File: config.mk
export PLATFORM = sky130hd
export DESIGN_NAME = hept_stage_sequencer
export DESIGN_NICKNAME = d
export VERILOG_FILES = /design/src/rtl/hept_seq_pkg.sv /design/src/rtl/hept_sat_counter.sv /design/src/rtl/hept_stage_sequencer.sv
export SDC_FILE = /design/constraint.sdc
export NUM_CORES = 1
export LEC_CHECK = 0
export CAP_MARGIN = 20
export CORE_MARGIN = 2
export CORE_UTILIZATION = 23
export DETAILED_ROUTE_END_ITERATION = 7
export GPL_TIMING_DRIVEN = 0
export PLACE_DENSITY = 0.48
export SYNTH_ARGS = -nofsm -noshare
export SYNTH_HDL_FRONTEND = slang
export SYNTH_SLANG_ARGS = --single-unit
File: constraint.sdc
create_clock -name clock -period 3.3 [get_ports clock]
set_clock_uncertainty 0.05 [all_clocks]
set_input_delay 0.99 -clock clock [delete_from_list [all_inputs] [get_ports clock]]
set_output_delay 0.99 -clock clock [all_outputs]
set_load 0.05 [all_outputs]
File: src/rtl/hept_seq_pkg.sv
// Shared types and helpers for the HEPT stage sequencer.
package hept_seq_pkg;

    typedef enum logic [1:0] {
        IDLE  = 2'd0,
        START = 2'd1,
        WAIT  = 2'd2,
        DONE  = 2'd3
    } seq_state_t;

    localparam int SEQ_CNT_W = 16;
    localparam logic [SEQ_CNT_W-1:0] CNT_SAT = {SEQ_CNT_W{1'b1}};

    // Bit offset of stage i's counter inside the flattened stg_cycles bus.
    function automatic int stage_slot(input int i, input int w);
        return i * w;
    endfunction

endpackage

File: src/rtl/hept_sat_counter.sv
// Saturating up-counter with synchronous clear; clear wins over enable.
module hept_sat_counter
    import hept_seq_pkg::*;
#(
    parameter int W = SEQ_CNT_W
) (
    input  logic         clock,
    input  logic         reset,
    input  logic         clear,
    input  logic         enable,
    output logic [W-1:0] count
);

    localparam logic [W-1:0] SAT_V = (W == SEQ_CNT_W) ? W'(CNT_SAT) : {W{1'b1}};

    logic [W-1:0] count_r;

    // Count register: holds at the all-ones ceiling.
    always_ff @(posedge clock) begin
        if (reset) begin
            count_r <= '0;
        end else if (clear) begin
            count_r <= '0;
        end else if (enable && (count_r != SAT_V)) begin
            count_r <= count_r + W'(1);
        end else begin
            count_r <= count_r;
        end
    end

    assign count = count_r;

endmodule

File: src/rtl/hept_stage_sequencer.sv
// Runs the HEPT ap_ctrl_hs stages in order from one top-level handshake and
// records per-stage cycle counts. Optional per-stage watchdog: HEPT_SEQ_WDOG_EN.
module hept_stage_sequencer
    import hept_seq_pkg::*;
#(
    parameter int N_STAGES    = 3,
    parameter int CNT_W       = 16,
    parameter int WDOG_CYCLES = 65535
) (
    input  logic                      clock,
    input  logic                      reset,
    input  logic                      ap_start,
    output logic                      ap_done,
    output logic                      ap_ready,
    output logic                      ap_idle,
    output logic [N_STAGES-1:0]       stg_start,
    input  logic [N_STAGES-1:0]       stg_ready,
    input  logic [N_STAGES-1:0]       stg_done,
`ifdef HEPT_SEQ_WDOG_EN
    output logic                      err,
`endif
    output logic [$clog2(N_STAGES)-1:0] cur_stage,
    output logic [N_STAGES*CNT_W-1:0] stg_cycles
);

    localparam int SW = $clog2(N_STAGES);
    localparam logic [N_STAGES-1:0] STG_ONE = N_STAGES'(1);

    seq_state_t    state_r, state_s, adv_state_s;
    logic [SW-1:0] stage_r, stage_s, adv_stage_s, cur_stage_s, cur_stage_r;
    logic [N_STAGES-1:0] stg_start_r;
    logic          ap_done_r, ap_idle_r;
    logic          accept_s, in_stage_s, last_s, timeout_s;

    assign in_stage_s  = (state_r == START) || (state_r == WAIT);
    assign last_s      = (stage_r == SW'(N_STAGES-1));
    assign adv_state_s = last_s ? DONE : START;
    assign adv_stage_s = last_s ? stage_r : stage_r + SW'(1);

`ifdef HEPT_SEQ_WDOG_EN
    localparam int WDOG_W = $clog2(WDOG_CYCLES + 1);

    logic [WDOG_W-1:0] wdog_cnt_s;
    logic              advance_s, err_s, err_r;

    assign advance_s = in_stage_s && stg_done[stage_r];
    // Timeout fires on the last allowed stage cycle, so the stage counter ends at WDOG_CYCLES.
    assign timeout_s = in_stage_s && !stg_done[stage_r] &&
                       (wdog_cnt_s == WDOG_W'(WDOG_CYCLES - 1));
    assign err_s     = accept_s ? 1'b0 : (timeout_s ? 1'b1 : err_r);

    hept_sat_counter #(.W(WDOG_W)) u_wdog (
        .clock  (clock),
        .reset  (reset),
        .clear  (accept_s || advance_s),
        .enable (in_stage_s),
        .count  (wdog_cnt_s)
    );

    // Sticky abort flag, cleared only by the next accepted start.
    always_ff @(posedge clock) begin
        if (reset) begin
            err_r <= 1'b0;
        end else begin
            err_r <= err_s;
        end
    end

    assign err         = err_r;
    assign cur_stage_s = ((state_s == IDLE) && !err_s) ? '0 : stage_s;
`else
    assign timeout_s   = 1'b0;
    assign cur_stage_s = (state_s == IDLE) ? '0 : stage_s;
`endif

    // Next-state logic; done on the active stage takes priority over ready and timeout.
    always_comb begin
        state_s  = state_r;
        stage_s  = stage_r;
        accept_s = 1'b0;
        case (state_r)
            IDLE: begin
                if (ap_start) begin
                    state_s  = START;
                    stage_s  = '0;
                    accept_s = 1'b1;
                end else begin
                    state_s  = IDLE;
                end
            end
            START: begin
                if (stg_done[stage_r]) begin
                    state_s = adv_state_s;
                    stage_s = adv_stage_s;
                end else if (timeout_s) begin
                    state_s = DONE;
                end else if (stg_ready[stage_r]) begin
                    state_s = WAIT;
                end else begin
                    state_s = START;
                end
            end
            WAIT: begin
                if (stg_done[stage_r]) begin
                    state_s = adv_state_s;
                    stage_s = adv_stage_s;
                end else if (timeout_s) begin
                    state_s = DONE;
                end else begin
                    state_s = WAIT;
                end
            end
            DONE: begin
                state_s = IDLE;
            end
            default: begin
                state_s = IDLE;
            end
        endcase
    end

    // State and outputs registered from next-state values so they align with the state.
    always_ff @(posedge clock) begin
        if (reset) begin
            state_r     <= IDLE;
            stage_r     <= '0;
            stg_start_r <= '0;
            ap_done_r   <= 1'b0;
            ap_idle_r   <= 1'b1;
            cur_stage_r <= '0;
        end else begin
            state_r     <= state_s;
            stage_r     <= stage_s;
            stg_start_r <= (state_s == START) ? (STG_ONE << stage_s) : '0;
            ap_done_r   <= (state_s == DONE);
            ap_idle_r   <= (state_s == IDLE);
            cur_stage_r <= cur_stage_s;
        end
    end

    assign stg_start = stg_start_r;
    assign ap_done   = ap_done_r;
    assign ap_ready  = ap_done_r;
    assign ap_idle   = ap_idle_r;
    assign cur_stage = cur_stage_r;

    for (genvar i = 0; i < N_STAGES; i++) begin : g_cnt
        hept_sat_counter #(.W(CNT_W)) u_cnt (
            .clock  (clock),
            .reset  (reset),
            .clear  (accept_s),
            .enable (in_stage_s && (stage_r == SW'(i))),
            .count  (stg_cycles[stage_slot(i, CNT_W) +: CNT_W])
        );
    end

endmodule

==> impl_metrics.ini, run 1 <==
[outcome]
status = finished clean

[die]
dieArea_mm2 = 0.0147
die_x_um = 121
start_util_pct = 23.7
fp.dieH_um = 121
ios = 65
rows = 42
coreArea_mm2 = 0.0133

[cts]
cts-buffers-inserted = 9
clock_sinks = 59
ctsResizeCount = 0
h-tree-depth = 3
postCtsSetupBuffers = 0
clk_pin_slew_worst_paths_ns = 0.05
cts_tree = done
cts_hold_buf = 0
insertion_delay_ns = 0.33
cts_root_buffer = clkbuf_16
clock_path_buffers = 2

[logic_synthesis]
netlist_instances = 370
ys_types = 49
yosysSeqAreaShare_pct = 37.3
ys_warn_count = 0
synthArstFlopShare_pct = 0
ys.flop_type = dfxtp_1
synth_edf_count = 0
syn-cell-area_mm2 = 0.00316
syn_area_per_cell_um2 = 8.55
ys_ff_latch = 59
synth_nets = 389

[layout]
drive_gt1_share_pct = 6.90
fillers = 1429
final_cell_mix = clkdlybuf4s50_1, dfxtp_1, nand2_1, a21oi_1, nand3_1
area_growth_pct = 37.3
instances_no_fill = 625
nets = 464
finish.utilization_pct = 32.5
antenna_cells = 0
mostFrequentLayoutCell = clkdlybuf4s50_1

[sta]
fin_crit_ns = 2.97
slew_headroom_pct = 55.9
setup_viol = 0
fin_hold_ws_ns = 0.451
rsz0062_at_grt = no
worst_slew_pin_slew_ns = 0.661
slew_violations = 0
fin_crit_sh_pct = 89.9
fmax_mhz = 337
final_hold_viol_count = 0

[placement]
port_buffers = 64
placed_cells = 610
globalplace.congestion = 0.816
dp_hpwl_mm = 6.99

[routing]
drc = 0
ant_nets = 0
post_drt_wl_per_cell_um = 15.5
dr.pass1.iters = 4
wl_mm = 9.67
drtIter0Drc = 148
vias_per_cell = 5.03
routed-via-count = 3145

[global_route]
antenna_found_initial = 0
grt_pass1_wl_mm = 15.6
grt_pass1_vias = 3006
grt_overflow_total = 0
grt_max_degree = 11
gr-usage-all-layers_pct = 13.5

[critical_path]
r2r_slack_ns = 0.91
path_max_fanout = 10
reg2regPathDepth = 7
cp.required_ns = 3.44
endpoint_kind = flip-flop
cp.arrival_ns = 3.10
critical_path.startpoint_type = primary input
path_class = primary input to flip-flop

[run]
drv_cap = 0

[pwr]
vdd_drop_max_mv = 0.226
p_per_area_mw_per_mm2 = 433
p_leak_nw = 1.40

[hold_path]
holdCritPathClass = flip-flop to flip-flop
hold_path_depth = 2
critical path, stage by stage:
cell and delay (ns):
clkdlybuf4s50_1 0.57, nand2b_1 0.35, clkbuf_1 0.52, clkbuf_1 0.54, nor3_1 0.13
area by class of cell:
| class | count | area, um2 | area share (%) |
|---|---|---|---|
| multi-input combinational | 284 | 1860 | 42.9 |
| sequential | 59 | 1180 | 27.2 |
| timing repair buffer | 64 | 641 | 14.8 |
| clock buffer | 11 | 243 | 5.59 |
| tap | 176 | 220 | 5.07 |
| buffer | 16 | 76.3 | 1.76 |
| clock inverter | 4 | 75.1 | 1.73 |
| inverter | 11 | 41.3 | 0.951 |
flip-flops by register name (all words and copies together) (netlist names):
register,flops
ap_done,1
ap_idle,1
cur_stage,2
g_cnt.u_cnt.count,48
stage_r,2
state_r,2
stg_start,3
metal layers:
metal | global-route usage (%) | vias up | wire [um]
met2 | 21.1 | 76 | 4450
met5 | 0 | - | 0
met3 | 3.38 | 12 | 555
met1 | 18.2 | 1473 | 4560
li1 | - | 1584 | -
met4 | 4.31 | 0 | 103
metrics by stage:
step	power [mW]	TNS, ns	worst slack, ns	area (um2)
after global placement	0.878	-0.129	-0.0380	4020
after floorplan	0.825	0	1.17	3160
after global routing	1.94	0	0.169	4340
after detailed placement	0.879	-0.198	-0.0491	4020
final	1.88	0	0.334	4340
after CTS	1.91	0	0.294	4340
cells in the mapped netlist (7+ instances only):
library cell  number  area share, %
or3_1              7            1.4
nor3_1            10            1.6
o21ai_0           16            2.5
mux2i_1           12            3.8
inv_1             11            1.3
nand2_1           44            5.2
or4_1             12            2.8
o31ai_1            9            2.1
clkbuf_1           9            1.1
nand3_1           18            2.8
nor2_1            10            1.2
nand4_1           12            2.4
nand2b_1          10            2.0
a21oi_1           29            4.6
and4_1            12            3.3
dfxtp_1           59             37
ha_1              10            4.0
kinds of logic (layout without fill, tap and decap cells):
group / after synthesis / after routing / synth area share (%)
flip-flops: 59 / 59 / 37.3
multiplexers: 12 / 12 / 3.80
AO/OA/AOI/OAI: 97 / 97 / 20.9
AND/OR/NAND/NOR: 165 / 165 / 30.3
buffers and inverters: 27 / 106 / 3.72
adder cells (fa/ha/maj): 10 / 10 / 3.96
report_power, final:
| group | switching [mW] | total, mW | leakage, nW | internal [mW] |
|---|---|---|---|---|
| Sequential | 0.00415 | 0.724 | 0.476 | 0.720 |
| Clock | 0.341 | 1.02 | 0.148 | 0.677 |
| Combinational | 0.0927 | 0.139 | 0.775 | 0.0464 |
path summary, 6_finish.rpt:
kind                                               start                        to
worst max-delay path                               reset  g_cnt[1].u_cnt.count[12]
worst min-delay path            g_cnt[2].u_cnt.count[13]  g_cnt[2].u_cnt.count[13]
worst max register to register                state_r[0]  g_cnt[1].u_cnt.count[12]
worst min register to register  g_cnt[2].u_cnt.count[13]  g_cnt[2].u_cnt.count[13]
No activity file was read; power rests on OpenSTA's default activity.
==> inputs of run 2 (changes only) <==
Settings changed: CORE_MARGIN 2 to default, CTS_CLUSTER_DIAMETER from default to 50.
==> impl_metrics.ini, run 2 (same netlist as run 1, synthesis figures left out) <==
[layout]
largest_register_ff_count = 48
final_cell_mix = clkdlybuf4s50_1, dfxtp_1, nand2_1, a21oi_1, nand3_1
nets = 464
antenna_cells = 0
mostFrequentLayoutCell = clkdlybuf4s50_1
drive_gt1_share_pct = 7.13
finish.utilization_pct = 32.4
final_area_mm2 = 0.00432
area_growth_pct = 36.7

[sta]
final_hold_viol_count = 0
rsz0062_at_grt = no
fin_crit_ns = 3.01
fmax_mhz = 333
fin_setup_tns_ns = 0
slew_headroom_pct = 55.1
slew_violations = 0
fin_crit_sh_pct = 91.1
fin_hold_ws_ns = 0.456
setup_viol = 0
worst_slew_pin_slew_ns = 0.674

[critical_path]
reg2regPathDepth = 7
cp.arrival_ns = 3.13
path_max_fanout = 10
cp.depth = 5
critical_path.startpoint_type = primary input
crit_family = buffers and inverters
path_buf_inv = 3
path_cells = clkdlybuf4s50_1, nand2b_1, clkbuf_1, clkbuf_1, nor3_1
path_class = primary input to flip-flop
critPathMostFrequentCell = clkbuf_1
cp.required_ns = 3.42
r2r_slack_ns = 0.89
endpoint_kind = flip-flop
crit_path_top_delay_cell = clkbuf_1
critical-path-max-stage-delay_ns = 0.58

[routing]
wl_mm = 9.34
vias_per_cell = 5.04
drtIter0Drc = 124
dr.pass1.iters = 6
ant_nets = 0
drc = 0
post_drt_wl_per_cell_um = 15.0
routed-via-count = 3153

[pwr]
p_leak_nw = 1.40
vdd_drop_max_mv = 0.186
swShare_pct = 23.2
p_per_area_mw_per_mm2 = 413
seq_power_share_pct = 40.6
power.net_switching_uw = 414
internal_power_mw = 1.37
pwr-share-clk_pct = 51.7
pwr-share-comb_pct = 7.8
power_mw = 1.79

[placement]
port_buffers = 64
dp_hpwl_mm = 6.90
placed_cell_area_mm2 = 0.00402
globalplace.congestion = 0.810

[die]
start_util_pct = 23.7
ios = 65
rows = 42
die_x_um = 119
fp.dieH_um = 119
dieArea_mm2 = 0.0142
coreArea_mm2 = 0.0133

[outcome]
status = finished clean

[cts]
cts-buffers-inserted = 9
cts_root_buffer = clkbuf_16
cts_tree = done
postCtsSetupBuffers = 0
clock_path_buffers = 2
clk_pin_slew_worst_paths_ns = 0.05
ctsResizeCount = 0
cts_hold_buf = 0
h-tree-depth = 3
insertion_delay_ns = 0.32
clock_sinks = 59

[global_route]
antenna_found_initial = 0
grt_pass1_vias = 2982
gr-usage-all-layers_pct = 13.7
grt_max_degree = 11
grt_overflow_total = 0
grt_pass1_wl_mm = 15.4

[run]
drv_cap = 0

[hold_path]
holdCritPathClass = flip-flop to flip-flop
hold_path_depth = 2
run 2: worst paths after layout:
| check | startpoint | end |
|---|---|---|
| max | reset | g_cnt[1].u_cnt.count[12] |
| min | g_cnt[1].u_cnt.count[9] | g_cnt[1].u_cnt.count[9] |
| max reg2reg | state_r[0] | g_cnt[1].u_cnt.count[12] |
| min reg2reg | g_cnt[1].u_cnt.count[9] | g_cnt[1].u_cnt.count[9] |
run 2: stage by stage:
| stage | cells | setup WS (ns) |
|---|---|---|
| after CTS | 625 | 0.230 |
| after detailed placement | 610 | -0.102 |
| after floorplan | 370 | 1.17 |
| after global routing | 625 | 0.0762 |
| after global placement | 610 | -0.0749 |
| final | 625 | 0.293 |
run 2: power by group through the flow:
stage / Sequential (mW) / Combinational, mW / Clock (mW)
after floorplan: 0.755 / 0.0703 / 0
after global placement: 0.739 / 0.139 / 0
after detailed placement: 0.739 / 0.140 / 0
after CTS: 0.724 / 0.140 / 0.948
after global routing: 0.724 / 0.152 / 0.985
final: 0.724 / 0.138 / 0.923
run 2: layer usage:
metal / global-route usage [%] / vias up / part of all wire, %
li1: - / 1583 / -
met2: 22.0 / 66 / 47
met1: 18.1 / 1496 / 48
met5: 0 / - / 0
met4: 4.59 / 0 / 0.86
met3: 3.07 / 8 / 3.8
run 2: layout make-up:
| type | instances | area, um2 |
|---|---|---|
| multi-input combinational | 284 | 1860 |
| buffer | 16 | 76.3 |
| inverter | 11 | 41.3 |
| timing repair buffer | 64 | 641 |
| clock inverter | 1 | 5.00 |
| sequential | 59 | 1180 |
| clock buffer | 14 | 294 |
| fill | 1442 | 9020 |
| tap | 176 | 220 |
run 2: worst min-delay path, cell delays in order, from the launching register on:
cell and delay (ns):
dfxtp_1 0.33, nand2_1 0.06, o21ai_0 0.06
==> inputs of run 3 (changes only) <==
Settings changed: CORE_UTILIZATION 23 to 40, PLACE_DENSITY 0.48 to 0.71.
==> impl_metrics.ini, run 3 (same netlist as run 1, synthesis figures left out) <==
[global_route]
gr-usage-all-layers_pct = 20.5
grt_max_degree = 11
grt_pass1_vias = 2823
grt_pass1_wl_mm = 13.7
grt_overflow_total = 0
antenna_found_initial = 0

[sta]
slew_violations = 0
fin_crit_ns = 2.79
worst_slew_pin_slew_ns = 0.577
fin_crit_sh_pct = 84.7
setup_viol = 0
final_hold_viol_count = 0
worst_slack_ns = 0.506
rsz0062_at_grt = no
fmax_mhz = 358
fin_setup_tns_ns = 0
slew_headroom_pct = 61.5

[die]
coreArea_mm2 = 0.00769
rows = 32
dieArea_mm2 = 0.00827
die_x_um = 90.9
start_util_pct = 41.1
fp.dieH_um = 90.9
ios = 65

[critical_path]
path_buf_inv = 3
cp.arrival_ns = 2.95
path_class = primary input to flip-flop
crit_path_top_delay_cell = clkdlybuf4s50_1
critical-path-max-stage-delay_ns = 0.57
cp.required_ns = 3.45
critical_path.startpoint_type = primary input
path_max_fanout = 10
critPathMostFrequentCell = clkbuf_1
crit_family = buffers and inverters
endpoint_kind = flip-flop
path_cells = clkdlybuf4s50_1, nand2b_1, clkbuf_1, clkbuf_1, nor3_1

[routing]
met3_length_um = 450
routed.top_layer = met4
dr.pass1.iters = 4
drtIter0Drc = 136
vias_per_cell = 5.78
routed-via-count = 3178
post_drt_wl_per_cell_um = 15.0
ant_nets = 0
drc = 0
m1WireLength_mm = 3.94
wl_mm = 8.27
wl_met2_mm = 3.77

[placement]
globalplace.congestion = 0.903
dp_hpwl_mm = 5.86
dp_worst_setup_slack_ns = 0.120
port_buffers = 64

[cts]
cts_hold_buf = 0
insertion_delay_ns = 0.34
postCtsSetupBuffers = 0
clock_sinks = 59
clock_path_buffers = 2
cts_tree = done
h-tree-depth = 3
cts-buffers-inserted = 9
clk_pin_slew_worst_paths_ns = 0.07
cts_root_buffer = clkbuf_8
ctsResizeCount = 0

[layout]
final_cell_mix = clkdlybuf4s50_1, dfxtp_1, nand2_1, a21oi_1, nand3_1
largest_register_ff_count = 48
antenna_cells = 0
mostFrequentLayoutCell = clkdlybuf4s50_1
drive_gt1_share_pct = 6.92
area_growth_pct = 29.5
finish.utilization_pct = 53.3
nets = 464

[pwr]
p_leak_nw = 1.34
vdd_drop_max_mv = 0.173
p_per_area_mw_per_mm2 = 352

[run]
drv_cap = 0

[hold_path]
holdCritPathClass = flip-flop to flip-flop

[outcome]
status = finished clean
[run 3: cell count changes in the layout (fill, tap and decap cells not counted)]
| cell | before | now |
|---|---|---|
| clkbuf_8 | 5 | 11 |
| clkbuf_16 | 9 | 0 |
| clkinv_2 | 1 | 3 |
[run 3: final cells by class]
class | instances | area [um2]
clock buffers | 11 | 151
plain buffers | 16 | 76.3
inverters | 11 | 41.3
multi-input cells | 284 | 1860
well taps | 102 | 128
repair buffers | 64 | 641
clock inverters | 3 | 15.0
flip-flops and latches | 59 | 1180
fillers | 747 | 3590
[run 3: metrics by stage]
stage / cell area (um2) / power (mW) / instances / hold WS (ns)
after global routing: 4100 / 1.49 / 550 / 0.476
final: 4100 / 1.44 / 550 / 0.456
after CTS: 4100 / 1.45 / 550 / 0.453
after detailed placement: 3930 / 0.875 / 536 / 0.446
after floorplan: 3160 / 0.825 / 370 / 0.637
after global placement: 3930 / 0.872 / 536 / 0.425
[run 3: worst register-to-register path, stage by stage (launching register included)]
cell	delay [ns]
dfxtp_1	0.33
clkbuf_1	0.30
inv_1	0.16
ha_1	0.25
or3b_1	0.38
a211oi_1	0.34
o32ai_1	0.23
nor4b_2	0.27
[run 3: report_power, final]
part	total (mW)	leakage, nW	switching [mW]	internal [mW]
clock	0.583	0.0908	0.282	0.301
combinational	0.136	0.775	0.0891	0.0464
sequential	0.723	0.476	0.00445	0.719
total	1.44	1.34	0.376	1.07
[run 3: worst paths after layout]
| kind | startpoint | end | slack (ns) | cells after the start |
|---|---|---|---|---|
| worst max register to register | stage_r[0] | stg_start[0] | 0.91 | 7 |
| worst max-delay path | reset | g_cnt[1].u_cnt.count[12] | 0.51 | 5 |
| worst min-delay path | g_cnt[2].u_cnt.count[13] | g_cnt[2].u_cnt.count[13] | 0.46 | 2 |
| worst min register to register | g_cnt[2].u_cnt.count[13] | g_cnt[2].u_cnt.count[13] | 0.46 | 2 |
[run 3: layer usage]
| layer | track usage [%] | vias to the layer above |
|---|---|---|
| met2 | 32.1 | 95 |
| met4 | 6.88 | 0 |
| met5 | 0 | - |
| met3 | 4.46 | 10 |
| li1 | - | 1575 |
| met1 | 27.8 | 1498 |
